<file path="src/rtl/game_pkg.sv">
// Shared types and screen constants for the game-level sequencer.
// Holds the game state encoding, the visible-area limits and the ground pattern length.
package game_pkg;

    typedef enum logic [1:0] {
        IDLE = 2'd0,
        RUN  = 2'd1,
        DEAD = 2'd2
    } game_state_t;

    localparam logic [8:0] LAST_ROW      = 9'd479;
    localparam logic [9:0] LAST_COL      = 10'd639;
    localparam int         GROUND_PERIOD = 320;

endpackage

</file>
<file path="src/rtl/bcd_counter4.sv">
// Four-digit BCD up-counter that saturates at 9999.
// Ports: CLK, rst (async, active-high), clr (sync clear), inc (count enable), value (BCD, [15:12] MSD).
module bcd_counter4
    import game_pkg::*;
(
    input  logic        CLK,
    input  logic        rst,
    input  logic        clr,
    input  logic        inc,
    output logic [15:0] value
);

    logic [15:0] nxt;
    logic        carry;

    // Ripple the +1 through the digits: a digit at 9 rolls to 0 and carries.
    always_comb begin
        nxt   = value;
        carry = 1'b1;
        for (int i = 0; i < 4; i++) begin
            if (carry) begin
                if (value[i*4 +: 4] == 4'd9) begin
                    nxt[i*4 +: 4] = 4'd0;
                end else begin
                    nxt[i*4 +: 4] = value[i*4 +: 4] + 4'd1;
                    carry         = 1'b0;
                end
            end
        end
    end

    always_ff @(posedge CLK or posedge rst) begin
        if (rst) begin
            value <= 16'h0000;
        end else if (clr) begin
            value <= 16'h0000;
        end else if (inc && (value != 16'h9999)) begin
            value <= nxt;
        end
    end

endmodule

</file>
<file path="src/rtl/game_scroll_ctrl.sv">
// Game sequencer for the scrolling ground: idle/run/dead FSM, per-frame tick,
// scroll offset, speed ramp and BCD score.
// Ports: CLK, rst (async, active-high), row_addr/col_addr (VGA scan position),
// start_btn, collision (levels), game_status (RUN), game_over (DEAD),
// scroll_pos, speed, score (BCD), frame_tick (one-cycle frame-end strobe).
module game_scroll_ctrl
    import game_pkg::*;
#(
    parameter logic [8:0] LAST_ROW      = game_pkg::LAST_ROW,
    parameter logic [9:0] LAST_COL      = game_pkg::LAST_COL,
    parameter int         SCROLL_PERIOD = GROUND_PERIOD,
    parameter int         SPEED_INIT    = 4,
    parameter int         SPEED_MAX     = 8,
    parameter int         RAMP_FRAMES   = 256,
    parameter int         SCORE_DIV     = 8
)(
    input  logic        CLK,
    input  logic        rst,
    input  logic [8:0]  row_addr,
    input  logic [9:0]  col_addr,
    input  logic        start_btn,
    input  logic        collision,
    output logic        game_status,
    output logic        game_over,
    output logic [8:0]  scroll_pos,
    output logic [3:0]  speed,
    output logic [15:0] score,
    output logic        frame_tick
);

    localparam int FW = (RAMP_FRAMES > 1) ? $clog2(RAMP_FRAMES) : 1;
    localparam int DW = (SCORE_DIV > 1) ? $clog2(SCORE_DIV) : 1;
    localparam logic [FW-1:0] F_LAST = FW'(RAMP_FRAMES - 1);
    localparam logic [DW-1:0] D_LAST = DW'(SCORE_DIV - 1);

    game_state_t   state, state_nx;
    logic          match, match_d;
    logic          start_d, start_rise;
    logic          load, advance;
    logic          frame_wrap, score_inc;
    logic [FW-1:0] frame_cnt;
    logic [DW-1:0] score_div;
    logic [9:0]    sum;

    assign match      = (row_addr == LAST_ROW) && (col_addr == LAST_COL);
    assign start_rise = start_btn && !start_d;
    assign sum        = {1'b0, scroll_pos} + {6'd0, speed};
    assign frame_wrap = (frame_cnt == F_LAST);
    // Collision on the tick cycle suppresses the update.
    assign advance    = (state == RUN) && frame_tick && !collision;
    assign score_inc  = advance && (score_div == D_LAST);

    assign game_status = (state == RUN);
    assign game_over   = (state == DEAD);

    always_ff @(posedge CLK or posedge rst) begin
        if (rst) begin
            state <= IDLE;
        end else begin
            state <= state_nx;
        end
    end

    // Restart has priority in DEAD; collision is only looked at while RUN.
    always_comb begin
        state_nx = state;
        load     = 1'b0;
        case (state)
            IDLE: begin
                if (start_rise) begin
                    state_nx = RUN;
                    load     = 1'b1;
                end
            end
            RUN: begin
                if (collision) begin
                    state_nx = DEAD;
                end
            end
            DEAD: begin
                if (start_rise) begin
                    state_nx = RUN;
                    load     = 1'b1;
                end
            end
            default: state_nx = IDLE;
        endcase
    end

    always_ff @(posedge CLK or posedge rst) begin
        if (rst) begin
            match_d    <= 1'b0;
            start_d    <= 1'b0;
            frame_tick <= 1'b0;
            scroll_pos <= 9'd0;
            speed      <= 4'(SPEED_INIT);
            frame_cnt  <= '0;
            score_div  <= '0;
        end else begin
            match_d    <= match;
            start_d    <= start_btn;
            frame_tick <= match && !match_d;
            if (load) begin
                scroll_pos <= 9'd0;
                speed      <= 4'(SPEED_INIT);
                frame_cnt  <= '0;
                score_div  <= '0;
            end else if (advance) begin
                // speed < period, so one subtract brings the sum back in range.
                if (sum >= 10'(SCROLL_PERIOD)) begin
                    scroll_pos <= 9'(sum - 10'(SCROLL_PERIOD));
                end else begin
                    scroll_pos <= sum[8:0];
                end
                frame_cnt <= frame_wrap ? '0 : frame_cnt + 1'b1;
                if (frame_wrap && (speed < 4'(SPEED_MAX))) begin
                    speed <= speed + 4'd1;
                end
                score_div <= (score_div == D_LAST) ? '0 : score_div + 1'b1;
            end
        end
    end

    bcd_counter4 u_score (
        .CLK   (CLK),
        .rst   (rst),
        .clr   (load),
        .inc   (score_inc),
        .value (score)
    );

endmodule

</file>
<file path="config.mk">
export PLATFORM = sky130hd
export DESIGN_NAME = game_scroll_ctrl
export DESIGN_NICKNAME = d
export VERILOG_FILES = /design/src/rtl/game_pkg.sv /design/src/rtl/bcd_counter4.sv /design/src/rtl/game_scroll_ctrl.sv
export SDC_FILE = /design/constraint.sdc
export NUM_CORES = 1
export LEC_CHECK = 0
export CORE_UTILIZATION = 50
export DETAILED_ROUTE_END_ITERATION = 10
export PLACE_DENSITY_LB_ADDON = 0.05
export SLEW_MARGIN = 10
export SYNTH_ARGS = -nofsm -noshare
export SYNTH_HDL_FRONTEND = slang
export SYNTH_SLANG_ARGS = --single-unit
</file>
<file path="constraint.sdc">
create_clock -name CLK -period 7 [get_ports CLK]
set_clock_uncertainty 0.1 [all_clocks]
set_input_delay 0.7 -clock CLK [delete_from_list [all_inputs] [get_ports CLK]]
set_output_delay 0.7 -clock CLK [all_outputs]
set_load 0.01 [all_outputs]
</file>
==> out/metrics.csv <==
metric,value,unit
run_status,"finished, final reports clean",
r2r_cells,11,
synth_nets,333,
wl_per_cell,13.3,um
port_buffers,54,
cp_num_buf_inv,0,
synth-edff-count,0,
fillers,445,
htree_levels,2,
diodes,0,
grt_max_degree,46,
grt_pass1_wl,9980,um
hold_violations,0,
ctsHoldBuffers,0,
yosysTopAreaCell,dfrtp_1,
async_flop_share,1.00,
synthXorXnorAreaFrac,0.0575,
yosysSeqAreaShare,0.411,
hold_depth,1,
grt_pass1_vias,2234,
grt_overflow,0,
min_delay_worst_endpoint,frame_tick,
max_stage_delay,0.45,ns
place_inst,412,
crit_path_cell_trace,ha_1 -> fa_1 -> a211o_2 -> nand4_2 -> xnor2_1 -> ha_1 -> and3_1 -> o221a_2 -> nand2_1 -> mux2_1 -> o211ai_1,
cts_buffers,5,
netlist_instances,299,
rsz0062_at_grt,no,
synth_top_cells_by_count,"dfrtp_1, nand2_1, nor2_1",
start_kind,register,
yosysMostFrequentCell,dfrtp_1,
setup_tns,0,ns
drtIter0Drc,98,
p_per_area,138,mW/mm2
ys_ff_latch,45,
dieArea,0.00579,mm2
worstHoldPathType,register to register,
r2r_start,speed[0],
hpwl,3980,um
clock_path_buffers,2,
ir_drop,0.130,mV
cap_viol_max_count,0,
yosys.area_share.simple,0.270,
wirelength,5570,um
clk_latency,0.29,ns
routed_via_density,5.60,
ys_top_cells_by_area,"dfrtp_1, nand2_1, ha_1",
rows,26,
cp_slowest_cell,dfrtp_1,
yosys.area_share.adder,0.0529,
path_max_fanout,7,
ctsRootBufferMaster,clkbuf_8,
io-pin-count,55,
gp_congestion,0.835,
path_common_cell,ha_1,
drc,0,
cp_data_required_time,7.09,ns
ctsResizeCount,0,
drive_gt1_frac,0.0714,
stdcell_area,0.00343,mm2
syn-cell-area,0.00274,mm2
clkTransAtPathRegs,0.08,ns
hp-start,match_d,
initial_utilization,0.527,
max_freq,316,MHz
ys_warn_count,0,
cts_tree,done,
final_cell_count_no_fill,420,
cp_top_family,adder cells,
postCtsSetupRepairBufs,0,
slew_headroom,0.383,
synth_compound_area_frac,0.152,
place_area,0.00333,mm2
r2r_setup_slack,3.84,ns
fin_crit_sh,0.452,
synth-main-ff-cell,dfrtp_1,
antenna_found_initial,0,
dr.pass1.iters,4,
die_width,76.1,um
yosysUniqueCellTypes,65,
critical_path_class,register to register,
layout_min_cycle_time,3.16,ns
arrival,3.26,ns
worstReg2RegEnd,scroll_pos[6],
nets,383,
via_count,2351,
synth.avg_cell_area,9.17,um2
muxShareOfSynthArea,0.0228,
syn2layout_area_growth,25.2,%
clkSinkCount,45,
tightestPinTransition,0.920,ns
die_h,76.1,um
track_usage,0.211,
worstSetupPathDepth,11,
ant_nets,0,
synth_top_area_frac,0.401,
slew_viol_final,0,
setup_violations,0,
p_leak,0.00149,uW
synth_top_family_by_area,simple AND/OR/NAND/NOR gates,
end_kind,register,
core,0.00520,mm2
## report_power, final
group / switching (uW) / internal [uW]
Sequential: 2.37 / 262
Clock: 83.5 / 89.2
Combinational: 16.9 / 19.3
## kinds of logic (layout without fill, tap and decap cells)
group / count (synthesis) / after routing
buffers and inverters: 24 / 75
DFF: 45 / 45
muxes: 6 / 6
xor gates and xnor gates: 18 / 18
AOI/OAI and AO/OA: 62 / 62
and+or+nand+nor: 133 / 133
adders and majority gates: 11 / 11
## area by class of cell
cell class                      count  area [um2]  share of cell area
Sequential cell                    45        1130               0.328
Tap cell                           70        87.6              0.0255
Timing Repair Buffer               56         556               0.162
Multi-Input combinational cell    230        1520               0.443
Clock buffer                        7        96.3              0.0281
Inverter                           11        41.3              0.0120
Clock inverter                      1        5.00             0.00146
## cell usage in the layout, fill, tap and decap left out, types with 2 or more instances in the layout
master / count
a211oi_1: 3
a21oi_1: 10
a22o_1: 4
a31oi_1: 2
and3_1: 4
and4_1: 2
buf_4: 2
clkbuf_8: 7
clkdlybuf4s50_1: 54
dfrtp_1: 44
ha_1: 10
inv_1: 10
mux2i_1: 4
nand2_1: 38
nand2b_1: 6
nand3_1: 19
nand3b_1: 4
nand4_1: 4
nand4_2: 2
nor2_1: 27
nor2b_1: 4
nor3_1: 5
o211ai_1: 2
o21ai_0: 17
o21ai_1: 3
o31ai_1: 5
xnor2_1: 12
xor2_1: 6
## worst reg2reg max path, stage by stage (launching register included)
cell      delay, ns
dfrtp_1        0.45
ha_1           0.25
fa_1           0.41
a211o_2        0.41
nand4_2        0.20
xnor2_1        0.19
ha_1           0.19
and3_1         0.13
o221a_2        0.19
nand2_1        0.07
mux2_1         0.32
o211ai_1       0.16
## through the flow
step | setup slack, ns | utilization | total power [uW] | hold slack, ns
6_report | 3.84 | 0.660 | 473 | 0.299
2_1_floorplan | 4.06 | - | 284 | 0.278
5_1_grt | 3.60 | 0.660 | 494 | 0.330
3_3_place_gp | 3.60 | 0.640 | 306 | 0.286
4_1_cts | 3.83 | 0.660 | 479 | 0.304
3_5_place_dp | 3.50 | 0.640 | 306 | 0.292
## flip-flops by register name, indices dropped and copies added, names as in the netlist
signal / count
frame_tick: 1
speed: 4
scroll_pos: 9
state: 2
frame_cnt: 8
match_d: 1
start_d: 1
score_div: 3
u_score.value: 16
## metal layers
metal | track usage | vias up | part of all wire | wire length, um
met5 | 0 | - | 0 | 0
met4 | 0.0519 | 0 | 0.0092 | 51
met2 | 0.353 | 59 | 0.46 | 2570
met3 | 0.0359 | 6 | 0.036 | 203
met1 | 0.287 | 1119 | 0.49 | 2740
li1 | - | 1167 | - | -
## worst max path at each step
stage,to,startpoint,slack (ns)
after floorplan,scroll_pos[6],speed[0],4.06
after global placement,speed[2],collision,3.60
after detailed placement,speed[2],collision,3.50
after CTS,scroll_pos[6],speed[0],3.83
after global routing,speed[2],collision,3.60
final,scroll_pos[6],speed[0],3.84
No activity file was read; power rests on OpenSTA's default activity.
